--- config.mk ---
export PLATFORM = sky130hd
export DESIGN_NAME = msk_frame_sync
export DESIGN_NICKNAME = d
export VERILOG_FILES = /design/src/rtl/msk_frame_sync.sv
export SDC_FILE = /design/constraint.sdc
export NUM_CORES = 1
export LEC_CHECK = 0
export CORE_MARGIN = 1.5
export CORE_UTILIZATION = 40
export DETAILED_ROUTE_END_ITERATION = 16
export MAX_ROUTING_LAYER = met4
export PLACE_DENSITY_LB_ADDON = 0.25
export RECOVER_POWER = 25
export SETUP_SLACK_MARGIN = 0.2
export SYNTH_ARGS = -nofsm -noshare
export SYNTH_HDL_FRONTEND = slang
export SYNTH_SLANG_ARGS = --single-unit
--- constraint.sdc ---
create_clock -name clk -period 9.82 [get_ports clk]
set_input_delay 1.964 -clock clk [delete_from_list [all_inputs] [get_ports clk]]
set_output_delay 1.964 -clock clk [all_outputs]
set_load 0.02 [all_outputs]
--- src/rtl/msk_frame_sync.sv ---
// msk_frame_sync: frame synchroniser for the MSK demodulator's hard-decision bit stream.
// Hunts for a sync word with up to MAX_ERR bit errors, optionally in either polarity,
// then reads an 8-bit length field and emits that many payload bytes with frame markers.
//
// Ports:
//   clk        system clock
//   reset_n    asynchronous active-low reset
//   bit_in     demodulated bit, qualified by bit_val
//   bit_val    one-cycle strobe for bit_in
//   byte_out   payload byte, MSB = first received bit; holds between pulses
//   byte_val   one-cycle pulse, byte_out valid
//   sof / eof  first / last payload byte markers, coincident with byte_val
//   sync_det   one-cycle pulse on sync acceptance
//   inverted   polarity of the current/last frame (1 = inverted sync matched)
//   frame_cnt  number of accepted syncs with nonzero length, wrapping

module msk_frame_sync #(
  parameter int unsigned SYNC_LEN  = 32,
  parameter logic [63:0] SYNC_WORD = 64'h1ACFFC1D,
  parameter int unsigned MAX_ERR   = 2,
  parameter bit          INV_EN    = 1'b1
) (
  input  logic        clk,
  input  logic        reset_n,
  input  logic        bit_in,
  input  logic        bit_val,
  output logic [7:0]  byte_out,
  output logic        byte_val,
  output logic        sof,
  output logic        eof,
  output logic        sync_det,
  output logic        inverted,
  output logic [15:0] frame_cnt
);

  localparam logic [SYNC_LEN-1:0] SyncW    = SYNC_WORD[SYNC_LEN-1:0];
  localparam logic [6:0]          SyncLenC = 7'(SYNC_LEN);
  localparam logic [6:0]          MaxErrC  = 7'(MAX_ERR);

  typedef enum logic [1:0] {StHunt, StLen, StPay} state_e;

  state_e              state_q;
  logic [SYNC_LEN-1:0] sr_q;
  logic [6:0]          hunt_cnt_q;
  logic [2:0]          bit_cnt_q;
  logic [7:0]          shift_q;
  logic [7:0]          byte_cnt_q;
  logic                first_q;
  logic [7:0]          byte_out_q;
  logic                byte_val_q;
  logic                sof_q;
  logic                eof_q;
  logic                sync_det_q;
  logic                inverted_q;
  logic [15:0]         frame_cnt_q;

  logic [SYNC_LEN-1:0] sr_next;
  logic [6:0]          hunt_inc;
  logic [6:0]          dist_norm;
  logic [6:0]          dist_inv;
  logic                match_norm;
  logic                match_inv;
  logic [7:0]          shift_next;
  logic                last_bit;

  function automatic logic [6:0] popcnt(input logic [SYNC_LEN-1:0] v);
    logic [6:0] c;
    c = '0;
    for (int i = 0; i < SYNC_LEN; i++) begin
      c = c + {6'd0, v[i]};
    end
    return c;
  endfunction

  always_comb begin
    sr_next    = {sr_q[SYNC_LEN-2:0], bit_in};
    // Saturating at SYNC_LEN makes "== SyncLenC" equivalent to ">= SYNC_LEN".
    hunt_inc   = (hunt_cnt_q == SyncLenC) ? hunt_cnt_q : hunt_cnt_q + 7'd1;
    dist_norm  = popcnt(sr_next ^ SyncW);
    dist_inv   = popcnt(sr_next ^ ~SyncW);
    match_norm = (hunt_inc == SyncLenC) && (dist_norm <= MaxErrC);
    match_inv  = INV_EN && (hunt_inc == SyncLenC) && (dist_inv <= MaxErrC);
    // Length and payload bits are de-inverted with the polarity latched at sync.
    shift_next = {shift_q[6:0], bit_in ^ inverted_q};
    last_bit   = (bit_cnt_q == 3'd7);
  end

  always_ff @(posedge clk or negedge reset_n) begin
    if (!reset_n) begin
      state_q     <= StHunt;
      sr_q        <= '0;
      hunt_cnt_q  <= '0;
      bit_cnt_q   <= '0;
      shift_q     <= '0;
      byte_cnt_q  <= '0;
      first_q     <= 1'b0;
      byte_out_q  <= '0;
      byte_val_q  <= 1'b0;
      sof_q       <= 1'b0;
      eof_q       <= 1'b0;
      sync_det_q  <= 1'b0;
      inverted_q  <= 1'b0;
      frame_cnt_q <= '0;
    end else begin
      byte_val_q <= 1'b0;
      sof_q      <= 1'b0;
      eof_q      <= 1'b0;
      sync_det_q <= 1'b0;
      if (bit_val) begin
        unique case (state_q)
          StHunt: begin
            sr_q       <= sr_next;
            hunt_cnt_q <= hunt_inc;
            // Normal polarity takes priority when both distances qualify.
            if (match_norm) begin
              inverted_q <= 1'b0;
              sync_det_q <= 1'b1;
              bit_cnt_q  <= '0;
              hunt_cnt_q <= '0;
              state_q    <= StLen;
            end else if (match_inv) begin
              inverted_q <= 1'b1;
              sync_det_q <= 1'b1;
              bit_cnt_q  <= '0;
              hunt_cnt_q <= '0;
              state_q    <= StLen;
            end
          end
          StLen: begin
            shift_q   <= shift_next;
            bit_cnt_q <= bit_cnt_q + 3'd1;
            if (last_bit) begin
              if (shift_next == 8'd0) begin
                hunt_cnt_q <= '0;
                state_q    <= StHunt;
              end else begin
                frame_cnt_q <= frame_cnt_q + 16'd1;
                byte_cnt_q  <= shift_next;
                first_q     <= 1'b1;
                state_q     <= StPay;
              end
            end
          end
          StPay: begin
            shift_q   <= shift_next;
            bit_cnt_q <= bit_cnt_q + 3'd1;
            if (last_bit) begin
              byte_out_q <= shift_next;
              byte_val_q <= 1'b1;
              sof_q      <= first_q;
              eof_q      <= (byte_cnt_q == 8'd1);
              first_q    <= 1'b0;
              byte_cnt_q <= byte_cnt_q - 8'd1;
              if (byte_cnt_q == 8'd1) begin
                hunt_cnt_q <= '0;
                state_q    <= StHunt;
              end
            end
          end
          default: state_q <= StHunt;
        endcase
      end
    end
  end

  assign byte_out  = byte_out_q;
  assign byte_val  = byte_val_q;
  assign sof       = sof_q;
  assign eof       = eof_q;
  assign sync_det  = sync_det_q;
  assign inverted  = inverted_q;
  assign frame_cnt = frame_cnt_q;

endmodule

==> key figures <==
Synthesis
  – Post-synthesis net count: 588
  – Number of synthesized flops with an enable pin: 0
  – Distinct cell type count of the synthesized netlist: 55
  – Number of storage elements in the synthesis netlist: 88
  – Synthesized cell area: 0.00549 sq mm
  – Post-synthesis sequential area ratio: 0.401
  – Gate count of the mapped netlist: 511
  – Avg Inst Size Synth: 10.7 sq um
  – Number of warnings printed during yosys synthesis: 0
  – Share of synthesized registers carrying an async set or reset: 1.00
  – Commonest register cell after synthesis: sky130_fd_sc_hd__dfrtp_1

Timing
  – Max_slew headroom: -0.719
  – Total count of hold-check failures in the final report: 0
  – Final setup TNS: 0 ps
  – Finish-stage setup viols: 0
  – Pins Over Slew Limit: 91
  – Unrepaired setup endpoints after global routing: no
  – Worst setup skew after layout: 14.4 ps
  – Post-layout min period: 7340 ps
  – Maximum frequency from static timing analysis: 136 MHz
  – Slew at the pin closest to its max-slew limit: 2580 ps
  – Crit share post-route: 0.747

CTS
  – Clock sink total: 88
  – TritonCTS buffer count: 9
  – Worst-skew pair later-pin latency: 360 ps
  – Number of buffers inserted to repair setup after CTS: 0
  – Count of hold buffers inserted by post-cts repair: 0
  – Master cell of the clock root buffer: sky130_fd_sc_hd__clkbuf_16
  – Clk pin slew, worst setup/hold paths: 60 ps
  – Clock tree from TritonCTS: done
  – Clock Path Buffers: 2
  – Post_cts resized: 0
  – H-Tree Depth: 3

Worst hold path
  – Worst hold start: frame_cnt[15]$_DFFE_PN0P_
  – Number of cells on the worst hold path: 1
  – Capture endpoint of the worst hold path: frame_cnt[15]$_DFFE_PN0P_
  – Min-Delay Path Class: flop to flop

Critical path
  – Register-to-Register Path Depth: 19
  – Critical Path Source Type: input port
  – Minimum setup slack among reg-to-reg paths: 4110 ps
  – Data required time of the critical path: 10050 ps
  – Critical Path AT: 7570 ps
  – Element type at the critical path end: flop
  – Worst r2r dst: state_q[1]$_DFFE_PN0P_
  – Critical path class: input port to flop
  – Worst flop-to-flop path startpoint: sr_q[0]$_DFFE_PN0P_
  – Critical Path Fanout Max: 8

Drt
  – Final routed DRC violation total: 0
  – Via count: 3558
  – TritonRoute pass-1 iters: 4
  – Average wire per standard cell: 14.6 um
  – Vias per cell: 4.93
  – Initial DRC count: 158
  – Total wire length after detailed routing: 10500 um
  – Routed Antenna Nets: 0

Global route
  – Antenna violations before repair: 0
  – Overflow left after global routing: 0
  – Largest net degree at the start of global routing: 56
  – Wire length of the first global-routing pass: 18300 um
  – Vias in the first global route: 3678
  – Combined global-route utilization of all metal layers: 0.169

Layout
  – Ratio of cells with drive above 1 in the final layout: 0.0972
  – Total inserted antenna cells: 0
  – P&R area growth vs syn: 13.5%
  – Total Nets Final: 617

Die
  – Overall die area: 0.0144 sq mm
  – I/O pin cnt: 33
  – Overall die width: 120 um
  – FP Rows: 42
  – Die Y-Extent: 120 um
  – Effective utilization at floorplan: 0.413
  – CORE AREA: 0.0133 sq mm

Place
  – Routability Congestion: 0.831
  – Post-DP HPWL: 8000 um
  – IO Port Bufs: 32

Flow run
  – Max capacitance violation total: 2

Outcome
  – Violations in the final reports: max-capacitance violations, max-slew violations
  – Status: finished with violations
-- synth_stat cells, types with 2 or more instances --
library cell / count / area (sq um)
sky130_fd_sc_hd__fa_1: 48 / 961
sky130_fd_sc_hd__and2_1: 2 / 12.5
sky130_fd_sc_hd__inv_1: 92 / 345
sky130_fd_sc_hd__nand2b_1: 3 / 18.8
sky130_fd_sc_hd__nor2_1: 12 / 45.0
sky130_fd_sc_hd__buf_2: 7 / 35.0
sky130_fd_sc_hd__nand3_1: 17 / 85.1
sky130_fd_sc_hd__dfrtp_1: 88 / 2200
sky130_fd_sc_hd__ha_1: 25 / 313
sky130_fd_sc_hd__nor2b_1: 3 / 18.8
sky130_fd_sc_hd__o22ai_1: 7 / 43.8
sky130_fd_sc_hd__o21ai_1: 9 / 45.0
sky130_fd_sc_hd__xor2_1: 5 / 43.8
sky130_fd_sc_hd__o31ai_1: 2 / 15.0
sky130_fd_sc_hd__or3_1: 2 / 12.5
sky130_fd_sc_hd__and3_1: 2 / 12.5
sky130_fd_sc_hd__and4_1: 2 / 17.5
sky130_fd_sc_hd__mux2i_1: 2 / 20.0
sky130_fd_sc_hd__xnor2_1: 11 / 96.3
sky130_fd_sc_hd__clkbuf_1: 8 / 30.0
sky130_fd_sc_hd__mux2_2: 25 / 282
sky130_fd_sc_hd__nand2_1: 44 / 165
sky130_fd_sc_hd__nor4_1: 3 / 18.8
sky130_fd_sc_hd__nor3_1: 9 / 45.0
sky130_fd_sc_hd__a22o_1: 2 / 17.5
sky130_fd_sc_hd__nor3b_1: 2 / 15.0
sky130_fd_sc_hd__nand4_1: 3 / 18.8
sky130_fd_sc_hd__a31oi_1: 4 / 25.0
sky130_fd_sc_hd__o21ai_0: 34 / 170
sky130_fd_sc_hd__a21oi_1: 13 / 65.1
-- area by class of cell --
type / count / area (sq um)
fillers: 1237 / 7070
clock inverters: 7 / 48.8
inverters: 92 / 345
flip-flops and latches: 88 / 2200
well taps: 176 / 220
repair buffers: 34 / 325
multi-input cells: 315 / 2860
clock buffers: 9 / 225
-- through the flow --
stage	cell area, sq um	hold slack, ps	utilization	worst slack, ps	std cells
after floorplan	5490	450	-	3000	511
after global placement	5960	457	0.449	2190	705
after detailed placement	5960	463	0.449	2100	705
after CTS	6240	471	0.469	2450	721
after global routing	6230	495	0.469	2130	721
final	6230	468	0.469	2480	721
-- logic make-up (layout without fill, tap and decap cells) --
family / after synthesis / after routing / share of synthesized area
AND/OR/NAND/NOR: 114 / 114 / 0.115
buffers and inverters: 108 / 142 / 0.0769
flip-flops: 88 / 88 / 0.401
AO/OA/AOI/OAI: 83 / 83 / 0.0889
adder cells (fa/ha/maj): 73 / 73 / 0.232
multiplexers: 28 / 28 / 0.0570
XOR/XNOR: 17 / 17 / 0.0285
-- how the worst max path moves through the flow --
stage               startpoint                     end  slack [ps]  cells after the start
global route            bit_in  state_q[1]$_DFFE_PN0P_        2130                     19
floorplan               bit_in  state_q[1]$_DFFE_PN0P_        3000                     18
global placement        bit_in  state_q[1]$_DFFE_PN0P_        2190                     19
finish                  bit_in  state_q[1]$_DFFE_PN0P_        2480                     19
CTS                     bit_in  state_q[1]$_DFFE_PN0P_        2450                     19
detailed placement      bit_in  state_q[1]$_DFFE_PN0P_        2100                     19
-- critical path, stage by stage --
cell and delay, ps:
sky130_fd_sc_hd__clkdlybuf4s50_1 570, sky130_fd_sc_hd__fa_1 620, sky130_fd_sc_hd__fa_1 430, sky130_fd_sc_hd__fa_1 490, sky130_fd_sc_hd__inv_1 50, sky130_fd_sc_hd__fa_1 470
sky130_fd_sc_hd__fa_1 520, sky130_fd_sc_hd__inv_1 50, sky130_fd_sc_hd__fa_1 430, sky130_fd_sc_hd__inv_1 70, sky130_fd_sc_hd__ha_1 160, sky130_fd_sc_hd__inv_1 60
sky130_fd_sc_hd__fa_1 380, sky130_fd_sc_hd__a211oi_1 210, sky130_fd_sc_hd__mux2i_1 120, sky130_fd_sc_hd__o22ai_1 250, sky130_fd_sc_hd__nand4_4 170, sky130_fd_sc_hd__a21oi_1 200
sky130_fd_sc_hd__mux2_1 330
-- state kept, by name, indices dropped and copies added (netlist names), 2 cells and up --
name        flops
sr_q           31
frame_cnt      16
byte_cnt_q      8
byte_out        8
hunt_cnt_q      7
shift_q         7
bit_cnt_q       3
state_q         2
-- per-layer routing --
| metal | vias to the layer above | global-route usage | share of wire |
|---|---|---|---|
| li1 | 1729 | - | - |
| met1 | 1767 | 0.216 | 0.45 |
| met2 | 46 | 0.264 | 0.49 |
| met3 | 16 | 0.0513 | 0.037 |
| met4 | 0 | 0.0424 | 0.014 |
| met5 | - | - | 0 |
-- cell usage in the layout, fill, tap and decap left out, types with 3 or more instances in the layout --
| master | Yosys | final |
|---|---|---|
| sky130_fd_sc_hd__a21oi_1 | 13 | 13 |
| sky130_fd_sc_hd__a31oi_1 | 4 | 4 |
| sky130_fd_sc_hd__clkbuf_16 | 0 | 9 |
| sky130_fd_sc_hd__clkdlybuf4s50_1 | 0 | 31 |
| sky130_fd_sc_hd__clkinv_2 | 0 | 3 |
| sky130_fd_sc_hd__clkinv_4 | 0 | 3 |
| sky130_fd_sc_hd__dfrtp_1 | 88 | 88 |
| sky130_fd_sc_hd__fa_1 | 48 | 48 |
| sky130_fd_sc_hd__ha_1 | 25 | 25 |
| sky130_fd_sc_hd__inv_1 | 92 | 92 |
| sky130_fd_sc_hd__mux2_2 | 25 | 25 |
| sky130_fd_sc_hd__nand2_1 | 44 | 44 |
| sky130_fd_sc_hd__nand2b_1 | 3 | 3 |
| sky130_fd_sc_hd__nand3_1 | 17 | 17 |
| sky130_fd_sc_hd__nand4_1 | 3 | 3 |
| sky130_fd_sc_hd__nor2_1 | 12 | 12 |
| sky130_fd_sc_hd__nor2b_1 | 3 | 3 |
| sky130_fd_sc_hd__nor3_1 | 9 | 9 |
| sky130_fd_sc_hd__nor4_1 | 3 | 3 |
| sky130_fd_sc_hd__o21ai_0 | 34 | 34 |
| sky130_fd_sc_hd__o21ai_1 | 9 | 9 |
| sky130_fd_sc_hd__o22ai_1 | 7 | 7 |
| sky130_fd_sc_hd__xnor2_1 | 11 | 11 |
| sky130_fd_sc_hd__xor2_1 | 5 | 5 |
Power is left out: the tool's default activity adds up to more than one toggle a clock period on the data nets, which glitch-free logic cannot reach.
